`config.mk`:
```
export PLATFORM = sky130hd
export DESIGN_NAME = debounce_bank_flat
export DESIGN_NICKNAME = d
export VERILOG_FILES = /design/src/rtl/debounce_bank_if.sv /design/src/rtl/debounce_bank.sv /design/src/flat_wrapper.sv
export SDC_FILE = /design/constraint.sdc
export NUM_CORES = 1
export LEC_CHECK = 0
export CAP_MARGIN = 20
export CORE_UTILIZATION = 49
export CTS_CLUSTER_DIAMETER = 120
export DETAILED_ROUTE_END_ITERATION = 10
export PLACE_DENSITY_LB_ADDON = 0.12
export SYNTH_ARGS = -nofsm -noshare
export SYNTH_HDL_FRONTEND = slang
export SYNTH_SLANG_ARGS = --single-unit
export TNS_END_PERCENT = 1
```
`constraint.sdc`:
```
create_clock -name clk -period 1.1 [get_ports clk]
set_input_delay 0.11 -clock clk [delete_from_list [all_inputs] [get_ports clk]]
set_output_delay 0.11 -clock clk [all_outputs]
set_load 0.01 [all_outputs]
```
`src/rtl/debounce_bank_if.sv`:
```
// debounce_bank_if
//   Bundles the per-channel data signals of debounce_bank.
//   sample_en : sampling tick qualifier (driven by the master)
//   din       : raw asynchronous pad inputs, one bit per channel (master)
//   level     : debounced level (slave)
//   rise/fall : single-cycle pulses on an accepted 0->1 / 1->0 change (slave)
//   rep       : single-cycle press/auto-repeat pulse (slave)
//
// Handshake: there is no valid/ready pair on this bus. sample_en is a pure
// qualifier sampled on every clk edge. The outputs are registered and every
// pulse is exactly one clk wide, so a consumer never needs to back-pressure.
interface debounce_bank_if #(
  parameter int CHANNELS = 9
);
  logic                sample_en;
  logic [CHANNELS-1:0] din;
  logic [CHANNELS-1:0] level;
  logic [CHANNELS-1:0] rise;
  logic [CHANNELS-1:0] fall;
  logic [CHANNELS-1:0] rep;

  modport master (
    output sample_en, din,
    input  level, rise, fall, rep
  );

  modport slave (
    input  sample_en, din,
    output level, rise, fall, rep
  );
endinterface

```
`src/rtl/debounce_bank.sv`:
```
// debounce_bank
//   Multi-channel debouncer for front-panel buttons and switches. Each raw
//   input is synchronised through two flops, then a change of level is only
//   accepted after STABLE_CYCLES consecutive sample ticks that disagree with
//   the current debounced level. Accepted changes produce one-cycle rise/fall
//   pulses. Channels selected by REPEAT_MASK also produce a typematic repeat
//   pulse on rep while held; on the other channels rep is a copy of rise.
//
// Ports
//   clk     : system clock
//   reset   : synchronous, active-high; clears every register
//   io_bus  : debounce_bank_if.slave (sample_en, din in; level, rise, fall,
//             rep out). All outputs are registered.
module debounce_bank #(
  parameter int                  CHANNELS      = 9,
  parameter int                  STABLE_CYCLES = 6,
  parameter logic [CHANNELS-1:0] REPEAT_MASK   = '0,
  parameter int                  REPEAT_DELAY  = 500,
  parameter int                  REPEAT_RATE   = 100
) (
  input  logic                   clk,
  input  logic                   reset,
  debounce_bank_if.slave         io_bus
);

  localparam int CW = $clog2(STABLE_CYCLES + 1);

  logic [CHANNELS-1:0] r_sync1;
  logic [CHANNELS-1:0] r_sync2;
  logic [CHANNELS-1:0] w_level;
  logic [CHANNELS-1:0] w_rise;
  logic [CHANNELS-1:0] w_fall;
  logic [CHANNELS-1:0] w_rep;

  // The synchroniser runs every clk regardless of sample_en.
  always_ff @(posedge clk) begin
    if (reset) begin
      r_sync1 <= '0;
      r_sync2 <= '0;
    end else begin
      r_sync1 <= io_bus.din;
      r_sync2 <= r_sync1;
    end
  end

  for (genvar g = 0; g < CHANNELS; g++) begin : g_ch
    logic [CW-1:0] r_cnt;
    logic          r_level;
    logic          r_rise;
    logic          r_fall;
    logic          w_mismatch;
    logic          w_accept;

    assign w_mismatch = r_sync2[g] ^ r_level;
    // The final mismatching sample toggles level instead of counting.
    assign w_accept   = io_bus.sample_en && w_mismatch &&
                        (r_cnt == CW'(STABLE_CYCLES - 1));

    always_ff @(posedge clk) begin
      if (reset) begin
        r_cnt   <= '0;
        r_level <= 1'b0;
        r_rise  <= 1'b0;
        r_fall  <= 1'b0;
      end else begin
        r_rise <= w_accept & ~r_level;
        r_fall <= w_accept &  r_level;
        if (io_bus.sample_en) begin
          if (!w_mismatch) begin
            r_cnt <= '0;
          end else if (w_accept) begin
            r_cnt   <= '0;
            r_level <= ~r_level;
          end else begin
            r_cnt <= r_cnt + CW'(1);
          end
        end
      end
    end

    assign w_level[g] = r_level;
    assign w_rise[g]  = r_rise;
    assign w_fall[g]  = r_fall;

    if (REPEAT_MASK[g]) begin : g_rep
      logic [15:0] r_rcnt;
      logic        r_armed;
      logic        r_rep;
      logic [15:0] w_target;

      // Before the first repeat the interval is the long delay, afterwards
      // the shorter repeat rate.
      assign w_target = r_armed ? 16'(REPEAT_RATE) : 16'(REPEAT_DELAY);

      always_ff @(posedge clk) begin
        if (reset) begin
          r_rcnt  <= '0;
          r_armed <= 1'b0;
          r_rep   <= 1'b0;
        end else begin
          r_rep <= 1'b0;
          if (w_accept) begin
            // Press pulses immediately; a release just stops repeating.
            r_rcnt  <= '0;
            r_armed <= 1'b0;
            r_rep   <= ~r_level;
          end else if (!r_level) begin
            r_rcnt  <= '0;
            r_armed <= 1'b0;
          end else if (io_bus.sample_en) begin
            if (r_rcnt + 16'd1 == w_target) begin
              r_rep   <= 1'b1;
              r_rcnt  <= '0;
              r_armed <= 1'b1;
            end else begin
              r_rcnt <= r_rcnt + 16'd1;
            end
          end
        end
      end

      assign w_rep[g] = r_rep;
    end else begin : g_norep
      assign w_rep[g] = r_rise;
    end
  end

  assign io_bus.level = w_level;
  assign io_bus.rise  = w_rise;
  assign io_bus.fall  = w_fall;
  assign io_bus.rep   = w_rep;

endmodule

```
`src/flat_wrapper.sv`:
```
// flat-port wrapper written by rule: the top's interface ports become plain ports
module debounce_bank_flat 
#(
  parameter int                  CHANNELS      = 9,
  parameter int                  STABLE_CYCLES = 6,
  parameter logic [CHANNELS-1:0] REPEAT_MASK   = '0,
  parameter int                  REPEAT_DELAY  = 500,
  parameter int                  REPEAT_RATE   = 100
)
  (clk, reset, io_bus_sample_en, io_bus_din, io_bus_level, io_bus_rise, io_bus_fall, io_bus_rep);
  debounce_bank_if #(.CHANNELS(CHANNELS)) io_bus_i ();
  input  logic clk;
  input  logic reset;
  input wire logic [$bits(io_bus_i.sample_en)-1:0] io_bus_sample_en;
  input wire logic [$bits(io_bus_i.din)-1:0] io_bus_din;
  output wire logic [$bits(io_bus_i.level)-1:0] io_bus_level;
  output wire logic [$bits(io_bus_i.rise)-1:0] io_bus_rise;
  output wire logic [$bits(io_bus_i.fall)-1:0] io_bus_fall;
  output wire logic [$bits(io_bus_i.rep)-1:0] io_bus_rep;
  assign io_bus_i.sample_en = io_bus_sample_en;
  assign io_bus_i.din = io_bus_din;
  assign io_bus_level = io_bus_i.level;
  assign io_bus_rise = io_bus_i.rise;
  assign io_bus_fall = io_bus_i.fall;
  assign io_bus_rep = io_bus_i.rep;
  debounce_bank #(.CHANNELS(CHANNELS), .STABLE_CYCLES(STABLE_CYCLES), .REPEAT_MASK(REPEAT_MASK), .REPEAT_DELAY(REPEAT_DELAY), .REPEAT_RATE(REPEAT_RATE)) u_core (.clk(clk), .reset(reset), .io_bus(io_bus_i));
endmodule
```
==> results.sh <==
export IMPL_status="finished with violations"
export IMPL_violations="DRC, setup timing"
export IMPL_fmax_mhz=907
export IMPL_hp_start="reset"
export IMPL_synth_seq_cells=72
export IMPL_path_max_fanout=4
export IMPL_power_share_clock=0.385
export IMPL_diodes=0
export IMPL_final_nets=383
export IMPL_worst_r2r_endpoint="u_core.g_ch[5].r_cnt[2]$_SDFFE_PP0P_"
export IMPL_syn_area_mm2=0.00329
export IMPL_grt_pass1_wl_um=9250
export IMPL_grt_pass1_vias=2005
export IMPL_required_ps=1340
export IMPL_regArea_mm2=0.00148
export IMPL_tightest_slew_ps=323
export IMPL_min_to="u_core.g_ch[6].r_cnt[0]$_SDFFE_PP0P_"
export IMPL_grt_max_degree=27
export IMPL_synthFlopType="dfxtp_1"
export IMPL_setup_viol=1
export IMPL_r2r_start="u_core.g_ch[5].r_cnt[0]$_SDFFE_PP0P_"
export IMPL_p_leak_uw=0.00177
export IMPL_initial_core_util=0.513
export IMPL_ir_drop_v=0.000805
export IMPL_async_flop_share=0
export IMPL_wl_met2_um=2740
export IMPL_setup_slack_ps=-2.04
export IMPL_hold_viol_final=0
export IMPL_setup_tns_ps=-2.04
export IMPL_arrival_ps=1340
export IMPL_viasPerCell=5.19
export IMPL_netlist_instances=331
export IMPL_synth_area_leaders="dfxtp_1, buf_4, ha_1"
export IMPL_yosys_top_cells_count="dfxtp_1, buf_4, a21oi_1, nand2_1"
export IMPL_clk_pin_slew_ps=70
export IMPL_synth_edff_count=0
export IMPL_clock_skew_ps=5.17
export IMPL_drv_slew=0
export IMPL_insertion_delay_ps=330
export IMPL_wl_um=5690
export IMPL_combPwrFrac=0.057
export IMPL_multiInputGateArea_mm2=0.00161
export IMPL_synth_top_cell_area_share=0.438
export IMPL_drcViolationCount=7
export IMPL_startpoint_type="register"
export IMPL_dp_cells=419
export IMPL_core_area_mm2=0.00642
export IMPL_die_w_um=84.0
export IMPL_yosys_area_top_type="dfxtp_1"
export IMPL_fin_crit_ps=1100
export IMPL_cts_tree="yes"
export IMPL_via_count=2247
export IMPL_hold_path_depth=3
export IMPL_p_int_uw=3740
export IMPL_gr_total_overflow=0
export IMPL_grt_util_all_layers=0.165
export IMPL_syn_avg_cell_area_um2=9.95
export IMPL_drt_initial_drc_count=90
export IMPL_cts_sink_count=72
export IMPL_maxSlewHeadroom=0.784
export IMPL_place_hpwl_um=3620
export IMPL_p_sw_frac=0.219
export IMPL_placementRows=29
export IMPL_cts_buffers=9
export IMPL_syn_nets=361
export IMPL_reg2reg_depth=3
export IMPL_cts_root_buffer="clkbuf_8"
export IMPL_hold_buffers=0
export IMPL_critPathCaptureType="register"
export IMPL_met3WireLength_um=210
export IMPL_ys_seq_area_frac=0.438
export IMPL_syn_to_final_growth_pct=20.1
export IMPL_n_fill_cell=530
export IMPL_power_per_cell_area_mw_per_mm2=1210
export IMPL_drive_above_1_share=0.323
export IMPL_cts_max_path_buffers=2
export IMPL_yosys_warnings=0
export IMPL_wl_met1_um=2640
export IMPL_fin_cells=433
export IMPL_die_area_mm2=0.00705
export IMPL_cap_violations=0
export IMPL_yosysUniqueCellTypes=26
export IMPL_pin_count=48
export IMPL_rsz0062_at_grt="true"
export IMPL_cts_max_level=3
export IMPL_seqPwrFrac=0.558
export IMPL_drtAntennaViolNets=0
export IMPL_first_pass_iters=7
export IMPL_antenna_found_initial=0
export IMPL_min_path_type="in -> reg"
export IMPL_critPathKind="reg -> reg"
export IMPL_routabilityCongestion=0.728
export IMPL_dr_max_layer_used="met4"
export IMPL_power_switching_uw=1050
export IMPL_fp_dieH_um=84.0
export IMPL_wire_per_inst_um=13.1
export IMPL_rrSetupSlack_ps=-2
export IMPL_yosysMostFrequentCell="dfxtp_1"
export IMPL_post_route_period_util=1.00
export IMPL_io_buffers=47
-- worst max-delay path: stages (launching register included) --
cell and delay (ps):
dfxtp_1 340, ha_1 240, o211a_1 240, nor4_2 190
-- sequential cells by signal (all words and copies together) (netlist names) --
register,flops
u_core.g_ch.r_level,9
u_core.g_ch.r_cnt,27
u_core.g_ch.r_rise,9
u_core.r_sync2,9
u_core.g_ch.r_fall,9
u_core.r_sync1,9
-- metrics by stage --
step / hold slack [ps] / power, µW / utilization / setup WS [ps] / instance area (µm²)
5_1_grt: 220 / 5010 / 0.616 / -45.9 / 3950
4_1_cts: 172 / 4840 / 0.588 / -20.2 / 3780
2_1_floorplan: 238 / 2900 / - / 41.1 / 3290
3_3_place_gp: 416 / 2980 / 0.561 / -2.62 / 3600
3_5_place_dp: 422 / 2990 / 0.561 / -37.3 / 3600
6_report: 209 / 4790 / 0.616 / -2.04 / 3950
-- final cells by class --
cell class                      count  share of cell area
Clock buffer                       14              0.0437
Multi-Input combinational cell    189               0.406
Tap cell                           77              0.0244
Inverter                           20              0.0190
Timing Repair Buffer               61               0.133
Sequential cell                    72               0.374
-- power by group through the flow --
stage | sequential, µW | combinational [µW] | clock, µW
finish | 2670 | 272 | 1850
global route | 2680 | 302 | 2030
CTS | 2670 | 257 | 1910
detailed placement | 2730 | 254 | 0
global placement | 2730 | 251 | 0
floorplan | 2730 | 174 | 0
-- timing repair --
action	in CTS	in global routing
hold endpoints to repair	0	0
setup endpoints to repair	50	52
pin swaps	0	6
gates resized for setup	60	60
buffers inserted	0	0
-- cells in the final DEF (no fill, tap or decap), types with 8 or more instances in the layout --
master and instances:
ha_1 8, clkbuf_8 12, inv_1 16, dfxtp_1 46, nand4b_1 16, o211a_1 9, nor2b_1 18, buf_4 13
nand2_2 8, nor2_1 18, a21oi_1 23, nand3_1 10, clkdlybuf4s50_1 9, dlygate4sd2_1 27, nor4_2 16, dfxtp_2 24
mux2i_1 9, nand2_1 16
-- kinds of logic (layout without fill, tap and decap cells) --
logic type | after synthesis | after routing | share of synthesized area
compound gates | 36 | 36 | 0.0703
xor+xnor | 9 | 9 | 0.0239
fa+ha+maj | 18 | 18 | 0.0684
flops | 72 | 72 | 0.438
buf+inv | 70 | 95 | 0.134
simple gates | 117 | 117 | 0.238
mux | 9 | 9 | 0.0274
-- worst max-delay path by stage --
stage,from,to,cells past startpoint,slack (ps)
floorplan,u_core.g_ch[3].r_cnt[1]$_SDFFE_PP0P_,u_core.g_ch[3].r_cnt[1]$_SDFFE_PP0P_,4,40
global placement,u_core.g_ch[2].r_cnt[0]$_SDFFE_PP0P_,u_core.g_ch[2].r_fall$_SDFF_PP0_,3,-3
detailed placement,u_core.g_ch[3].r_cnt[1]$_SDFFE_PP0P_,u_core.g_ch[3].r_cnt[0]$_SDFFE_PP0P_,5,-40
CTS,u_core.g_ch[3].r_cnt[1]$_SDFFE_PP0P_,u_core.g_ch[3].r_cnt[1]$_SDFFE_PP0P_,4,-20
global route,u_core.r_sync2[0]$_SDFF_PP0_,u_core.g_ch[0].r_cnt[2]$_SDFFE_PP0P_,3,-50
finish,u_core.g_ch[5].r_cnt[0]$_SDFFE_PP0P_,u_core.g_ch[5].r_cnt[2]$_SDFFE_PP0P_,3,-2
-- metal layers --
layer	track usage	vias to the layer above
met2	0.266	39
met5	0	-
met1	0.203	1062
li1	-	1137
met3	0.0425	9
met4	0.0862	0
No activity file was read; power rests on OpenSTA's default activity.
